`src/rtl/viterbi_job_ctrl_if.sv`:
```
// Signal bundle between the job source, the Viterbi core and the path sink.
// The controller takes the slave view; a job source / core model takes the master view.
interface viterbi_job_ctrl_if #(
    parameter int I = 3,
    parameter int K = 3,
    parameter int N = 5
);
    localparam int SW  = $clog2(I);
    localparam int OW  = $clog2(K);
    localparam int LW  = $clog2(N + 1);
    localparam int CLW = $clog2(N);

    logic              job_valid;
    logic              job_ready;
    logic [LW-1:0]     job_len;
    logic              obs_valid;
    logic              obs_ready;
    logic [OW-1:0]     obs_data;
    logic              core_start;
    logic [CLW-1:0]    core_length;
    logic [OW-1:0]     core_obs_in;
    logic              core_obs_valid;
    logic [N*SW-1:0]   core_path;
    logic              core_done;
    logic              out_valid;
    logic              out_ready;
    logic [SW-1:0]     out_state;
    logic              out_last;
    logic              busy;
    logic              err;

    modport slave (
        input  job_valid, job_len, obs_valid, obs_data, core_path, core_done, out_ready,
        output job_ready, obs_ready, core_start, core_length, core_obs_in, core_obs_valid,
               out_valid, out_state, out_last, busy, err
    );

    modport master (
        output job_valid, job_len, obs_valid, obs_data, core_path, core_done, out_ready,
        input  job_ready, obs_ready, core_start, core_length, core_obs_in, core_obs_valid,
               out_valid, out_state, out_last, busy, err
    );
endinterface

```
`src/rtl/viterbi_job_ctrl.sv`:
```
// Job sequencer for the Viterbi core: buffers observations, streams them to the core
// without gaps, waits for done with a timeout, then returns the decoded path beat by beat.
module viterbi_job_ctrl #(
    parameter int I   = 3,
    parameter int K   = 3,
    parameter int N   = 5,
    parameter int TMO = 256
) (
    input  logic                clk,
    input  logic                rst_n,
    viterbi_job_ctrl_if.slave   bus
);
    localparam int SW  = $clog2(I);
    localparam int OW  = $clog2(K);
    localparam int LW  = $clog2(N + 1);
    localparam int CLW = $clog2(N);
    localparam int CW  = (TMO > 1) ? $clog2(TMO) : 1;

    typedef enum logic [2:0] {
        S_IDLE, S_LOAD, S_KICK, S_STREAM, S_WAIT, S_SETTLE, S_DRAIN
    } state_t;

    state_t          state, state_nxt;
    logic [LW-1:0]   len;
    logic [LW-1:0]   idx;
    logic [CW-1:0]   cnt;
    logic            err_q;
    logic [OW-1:0]   obs_buf  [N];
    logic [SW-1:0]   path_buf [N];

    logic job_fire, len_ok, obs_fire, out_fire, idx_last, tmo_hit;

    assign job_fire = bus.job_valid && (state == S_IDLE);
    assign len_ok   = (bus.job_len != '0) && (bus.job_len <= LW'(N));
    assign obs_fire = bus.obs_valid && (state == S_LOAD);
    assign out_fire = bus.out_ready && (state == S_DRAIN);
    assign idx_last = (idx == len - LW'(1));
    assign tmo_hit  = (cnt == CW'(TMO - 1));

    always_ff @(posedge clk or negedge rst_n) begin
        if (!rst_n) state <= S_IDLE;
        else        state <= state_nxt;
    end

    // NOTE: every variable written in always_comb gets a default first, so no path can infer a latch.
    always_comb begin
        state_nxt = state;
        case (state)
            S_IDLE:   if (job_fire && len_ok) state_nxt = S_LOAD;
            S_LOAD:   if (obs_fire && idx_last) state_nxt = S_KICK;
            S_KICK:   state_nxt = S_STREAM;
            S_STREAM: if (idx_last) state_nxt = S_WAIT;
            S_WAIT: begin
                // done has priority over a timeout landing on the same cycle
                if (bus.core_done)  state_nxt = S_SETTLE;
                else if (tmo_hit)   state_nxt = S_IDLE;
            end
            S_SETTLE: state_nxt = S_DRAIN;
            S_DRAIN:  if (out_fire && idx_last) state_nxt = S_IDLE;
            default:  state_nxt = S_IDLE;
        endcase
    end

    // NOTE: sequential state uses non-blocking assignments so every flop samples pre-edge values.
    always_ff @(posedge clk or negedge rst_n) begin
        if (!rst_n) begin
            len   <= '0;
            idx   <= '0;
            cnt   <= '0;
            err_q <= 1'b0;
        end else begin
            err_q <= 1'b0;
            case (state)
                S_IDLE: if (job_fire) begin
                    len   <= bus.job_len;
                    err_q <= !len_ok;
                end
                S_LOAD:   if (obs_fire) idx <= idx_last ? '0 : idx + LW'(1);
                S_STREAM: begin
                    idx <= idx_last ? '0 : idx + LW'(1);
                    cnt <= '0;
                end
                S_WAIT: if (!bus.core_done) begin
                    if (tmo_hit) err_q <= 1'b1;
                    else         cnt   <= cnt + CW'(1);
                end
                S_SETTLE: idx <= '0;
                S_DRAIN:  if (out_fire) idx <= idx_last ? '0 : idx + LW'(1);
                default: ;
            endcase
        end
    end

    // NOTE: the buffers are plain storage with no reset; every entry is written before it is read.
    always_ff @(posedge clk) begin
        if (obs_fire) obs_buf[idx] <= bus.obs_data;
        // the core writes path[0] one cycle after done, so capture at the end of SETTLE
        if (state == S_SETTLE) begin
            for (int j = 0; j < N; j++) path_buf[j] <= bus.core_path[j*SW +: SW];
        end
    end

    assign bus.job_ready      = (state == S_IDLE);
    assign bus.obs_ready      = (state == S_LOAD);
    assign bus.core_start     = (state == S_KICK);
    assign bus.core_length    = len[CLW-1:0];
    assign bus.core_obs_valid = (state == S_STREAM);
    assign bus.core_obs_in    = (state == S_STREAM) ? obs_buf[idx] : '0;
    assign bus.out_valid      = (state == S_DRAIN);
    assign bus.out_state      = (state == S_DRAIN) ? path_buf[idx] : '0;
    assign bus.out_last       = (state == S_DRAIN) && idx_last;
    assign bus.busy           = (state != S_IDLE);
    assign bus.err            = err_q;
endmodule

```
`src/flat_wrapper.sv`:
```
// flat-port wrapper written by rule: the top's interface ports become plain ports
module viterbi_job_ctrl_flat 
#(
    parameter int I   = 3,
    parameter int K   = 3,
    parameter int N   = 5,
    parameter int TMO = 256
)
  (clk, rst_n, bus_job_valid, bus_job_len, bus_obs_valid, bus_obs_data, bus_core_path, bus_core_done, bus_out_ready, bus_job_ready, bus_obs_ready, bus_core_start, bus_core_length, bus_core_obs_in, bus_core_obs_valid, bus_out_valid, bus_out_state, bus_out_last, bus_busy, bus_err);
  viterbi_job_ctrl_if #(.I(I), .K(K), .N(N)) bus_i ();
  input  logic clk;
  input  logic rst_n;
  input wire logic [$bits(bus_i.job_valid)-1:0] bus_job_valid;
  input wire logic [$bits(bus_i.job_len)-1:0] bus_job_len;
  input wire logic [$bits(bus_i.obs_valid)-1:0] bus_obs_valid;
  input wire logic [$bits(bus_i.obs_data)-1:0] bus_obs_data;
  input wire logic [$bits(bus_i.core_path)-1:0] bus_core_path;
  input wire logic [$bits(bus_i.core_done)-1:0] bus_core_done;
  input wire logic [$bits(bus_i.out_ready)-1:0] bus_out_ready;
  output wire logic [$bits(bus_i.job_ready)-1:0] bus_job_ready;
  output wire logic [$bits(bus_i.obs_ready)-1:0] bus_obs_ready;
  output wire logic [$bits(bus_i.core_start)-1:0] bus_core_start;
  output wire logic [$bits(bus_i.core_length)-1:0] bus_core_length;
  output wire logic [$bits(bus_i.core_obs_in)-1:0] bus_core_obs_in;
  output wire logic [$bits(bus_i.core_obs_valid)-1:0] bus_core_obs_valid;
  output wire logic [$bits(bus_i.out_valid)-1:0] bus_out_valid;
  output wire logic [$bits(bus_i.out_state)-1:0] bus_out_state;
  output wire logic [$bits(bus_i.out_last)-1:0] bus_out_last;
  output wire logic [$bits(bus_i.busy)-1:0] bus_busy;
  output wire logic [$bits(bus_i.err)-1:0] bus_err;
  assign bus_i.job_valid = bus_job_valid;
  assign bus_i.job_len = bus_job_len;
  assign bus_i.obs_valid = bus_obs_valid;
  assign bus_i.obs_data = bus_obs_data;
  assign bus_i.core_path = bus_core_path;
  assign bus_i.core_done = bus_core_done;
  assign bus_i.out_ready = bus_out_ready;
  assign bus_job_ready = bus_i.job_ready;
  assign bus_obs_ready = bus_i.obs_ready;
  assign bus_core_start = bus_i.core_start;
  assign bus_core_length = bus_i.core_length;
  assign bus_core_obs_in = bus_i.core_obs_in;
  assign bus_core_obs_valid = bus_i.core_obs_valid;
  assign bus_out_valid = bus_i.out_valid;
  assign bus_out_state = bus_i.out_state;
  assign bus_out_last = bus_i.out_last;
  assign bus_busy = bus_i.busy;
  assign bus_err = bus_i.err;
  viterbi_job_ctrl #(.I(I), .K(K), .N(N), .TMO(TMO)) u_core (.clk(clk), .rst_n(rst_n), .bus(bus_i));
endmodule
```
`config.mk`:
```
export PLATFORM = sky130hd
export DESIGN_NAME = viterbi_job_ctrl_flat
export DESIGN_NICKNAME = d
export VERILOG_FILES = /design/src/rtl/viterbi_job_ctrl_if.sv /design/src/rtl/viterbi_job_ctrl.sv /design/src/flat_wrapper.sv
export SDC_FILE = /design/constraint.sdc
export NUM_CORES = 1
export LEC_CHECK = 0
export CORE_MARGIN = 2
export CORE_UTILIZATION = 49
export CTS_BUF_LIST = sky130_fd_sc_hd__clkbuf_4
export DETAILED_ROUTE_END_ITERATION = 12
export PLACE_DENSITY_LB_ADDON = 0.15
export SYNTH_ARGS = -nofsm -noshare
export SYNTH_HDL_FRONTEND = slang
export SYNTH_SLANG_ARGS = --single-unit
```
`constraint.sdc`:
```
create_clock -name clk -period 1.6 [get_ports clk]
set_clock_uncertainty 0.05 [all_clocks]
set_input_delay 0.32 -clock clk [delete_from_list [all_inputs] [get_ports clk]]
set_output_delay 0.32 -clock clk [all_outputs]
set_load 0.005 [all_outputs]
```
==> reports/metrics.yaml <==
h-tree-depth: 2
synthTopCellsByArea: "edfxtp_1, dfrtp_1, xor2_1, mux2i_1, nand2_1"
routed_via_density: 6.55
reg2regPathDepth: 8
utilization: 0.917
pre_cts_slack_ns: -0.441
synthDistinctLibCells: 45
route.detailed.wl_per_inst_um: 26.6
cp_slowest_cell: "dfrtp_2"
slew_headroom: 0.519
drive_above_1_share: 0.558
hold_path_class: "primary input to async pin"
synth_top_area_frac: 0.308
die_area_um2: 4490
ant_nets: 0
grt_max_degree: 19
grt_pass1_vias: 2201
gp_congestion: 0.882
worstReg2RegStart: "u_core.state[1]"
setup-violations-final: 49
cts_made_buffers: 5
switching_power_w: 0.00272
status: "finished, violations left"
grt_pass1_wl_mm: 10.8
dr.first_iter.drc_count: 356
firstDrtPassIters: 5
crit_path_max_incr_delay_ns: 0.44
num_antenna_cells: 0
endpoint_kind: "primary output"
met1_length_mm: 2.91
finalHoldViolCount: 0
clockRootBuffer: "clkbuf_4"
ys_ff_latch: 38
placementRows: 22
powerDensity_nw_per_um2: 1930
path_common_cell: "buf_6"
cp-start-kind: "flop"
antenna_found_initial: 0
ys.flop_type: "edfxtp_1"
maxCapViolCount: 0
failed_checks: "setup timing"
synth-edff-count: 20
cp_max_fo: 6
p_seq_frac: 0.215
clk_latency_ns: 0.38
post-route-cell-area_um2: 3430
clockPowerShare: 0.107
ys_async_sr_fraction: 0.474
dr_wl_met3_um: 932
syn_avg_cell_area_um2: 11.3
hpwl_mm: 3.50
arrival_ns: 1.72
routed.top_layer: "met4"
dr_total_vias: 2226
worst_slack_ns: -0.489
combPwrFrac: 0.678
swShare: 0.411
initial_core_util: 0.520
yosysTopAreaCell: "edfxtp_1"
cts-hold-fix-buffers: 0
timing.hold.ws_ns: 0.212
crit_required_ns: 1.23
syn_to_final_growth_pct: 76.3
track_usage: 0.339
slew_viol_final: 0
core_um2: 3740
synth_cells: 173
syn_area_um2: 1950
period_needed_ns: 2.09
fmax_mhz: 479
rsz0062_at_grt: "true"
reg2reg_slack_ns: -0.39
grt_remaining_overflow: 0
port_buffers: 35
yosys_warnings: 0
clkSinkCount: 38
routed_wl_mm: 9.03
crit_type: "flop to primary output"
cts.clk_slew.worst_paths_ns: 0.14
worstMarginPinSlew_ns: 0.719
ys_seq_area_frac: 0.540
path_cells: "buf_6 > buf_6 > mux2i_1 > o2bb2ai_1 > nand2_1 > a21oi_1 > buf_2"
syn_nets: 197
vdd_drop_max_mv: 1.95
clk_path_buf_depth: 2
pin_count: 36
rr_endpoint: "u_core.obs_buf[3][1]"
wl_met2_mm: 4.33
fp.dieH_um: 67.0
fin_nets: 315
min_period_over_period: 1.31
post_dp_cell_area_um2: 2650
cts_tree: "yes"
p_leak_nw: 1.47
p_int_w: 0.00390
drc: 0
die_width_um: 67.0
[kinds of logic (layout without fill, tap and decap cells)]
| family | Yosys count | in the layout | synth area share |
|---|---|---|---|
| muxes | 7 | 7 | 0.0431 |
| DFF | 38 | 38 | 0.540 |
| buffers and inverters | 15 | 134 | 0.0341 |
| xor gates and xnor gates | 9 | 9 | 0.0476 |
| adders and majority gates | 3 | 3 | 0.0193 |
| AOI/OAI and AO/OA | 42 | 42 | 0.148 |
| and+or+nand+nor | 59 | 59 | 0.168 |
[power groups by stage]
| stage | logic (W) | clock network, W | registers [W] |
|---|---|---|---|
| detailed placement | 0.00231 | 0 | 0.00141 |
| finish | 0.00449 | 0.000707 | 0.00143 |
| CTS | 0.00328 | 0.000675 | 0.00135 |
| global placement | 0.00222 | 0 | 0.00140 |
| floorplan | 0.00119 | 0 | 0.00137 |
| global route | 0.00463 | 0.000746 | 0.00143 |
[worst max-delay path by stage]
stage                                    from                         to  slack (ns)  cells after the start
floorplan                     u_core.state[1]  u_core.bus.core_length[2]        0.01                      4
global placement                u_core.idx[0]           bus_out_state[1]       -0.36                      5
detailed placement  u_core.bus.core_length[0]               bus_out_last       -0.44                      6
CTS                 u_core.bus.core_length[0]               bus_out_last       -0.37                      6
global route                    u_core.idx[0]         bus_core_obs_in[1]       -0.57                      7
finish                          u_core.idx[0]         bus_core_obs_in[1]       -0.49                      7
[metrics by stage]
stage	power (W)	std cells	setup TNS, ns
final	0.00662	340	-12.66
after global routing	0.00681	340	-13.75
after CTS	0.00531	332	-5.52
after detailed placement	0.00372	293	-6.22
after global placement	0.00362	293	-4.56
after floorplan	0.00256	173	0
[cell type report]
type / count / area [um2]
repair buffers: 117 / 1050
clock inverters: 2 / 33.8
flip-flops and latches: 38 / 1050
clock buffers: 6 / 45.0
multi-input cells: 120 / 1150
well taps: 48 / 60.1
inverters: 9 / 36.3
fillers: 114 / 312
[cell usage in the layout (no fill, tap or decap), types with 5 or more instances in the layout]
cell,n
dfrtp_1,15
edfxtp_1,20
buf_4,51
clkbuf_4,6
buf_2,8
o21ai_2,5
nor2_1,8
inv_2,6
clkdlybuf4s50_1,20
xor2_1,6
nand2_1,9
buf_6,33
[Yosys cell counts, types with 4 or more instances]
master and count:
edfxtp_1 20, dfrtp_1 18, a21oi_1 7, nand2_1 13
nor2_1 13, o211ai_1 4, mux2i_1 5, nand3_1 4
and3_1 4, inv_1 9, xor2_1 8, o21ai_0 9
[metal layers]
layer  global-route usage  up-vias
li1                     -      878
met1                0.354     1042
met2                0.588      228
met3               0.0963       78
met4                0.222        0
met5                    0        -
[critical path, delay by kind of cell (launching register included)]
kind | cells | cell delay, ns
mux | 1 | 0.11
flops | 1 | 0.44
compound gates | 2 | 0.32
buf+inv | 3 | 0.40
simple gates | 1 | 0.08
[flip-flops by register name (all words and copies together), names as in the netlist]
register                count
u_core.idx                  3
u_core.bus.core_length      3
u_core.state                3
u_core.obs_buf             10
u_core.bus.err              1
u_core.path_buf            10
u_core.cnt                  8
[what timing repair did]
item | 4_1_cts | 5_1_grt
endpoints found under the setup margin | 40 | 51
cloned | 0 | 0
buffers inserted | 40 | 16
gates resized for setup | 108 | 66
pin swaps | 35 | 29
(Power assumes the default switching activity.)
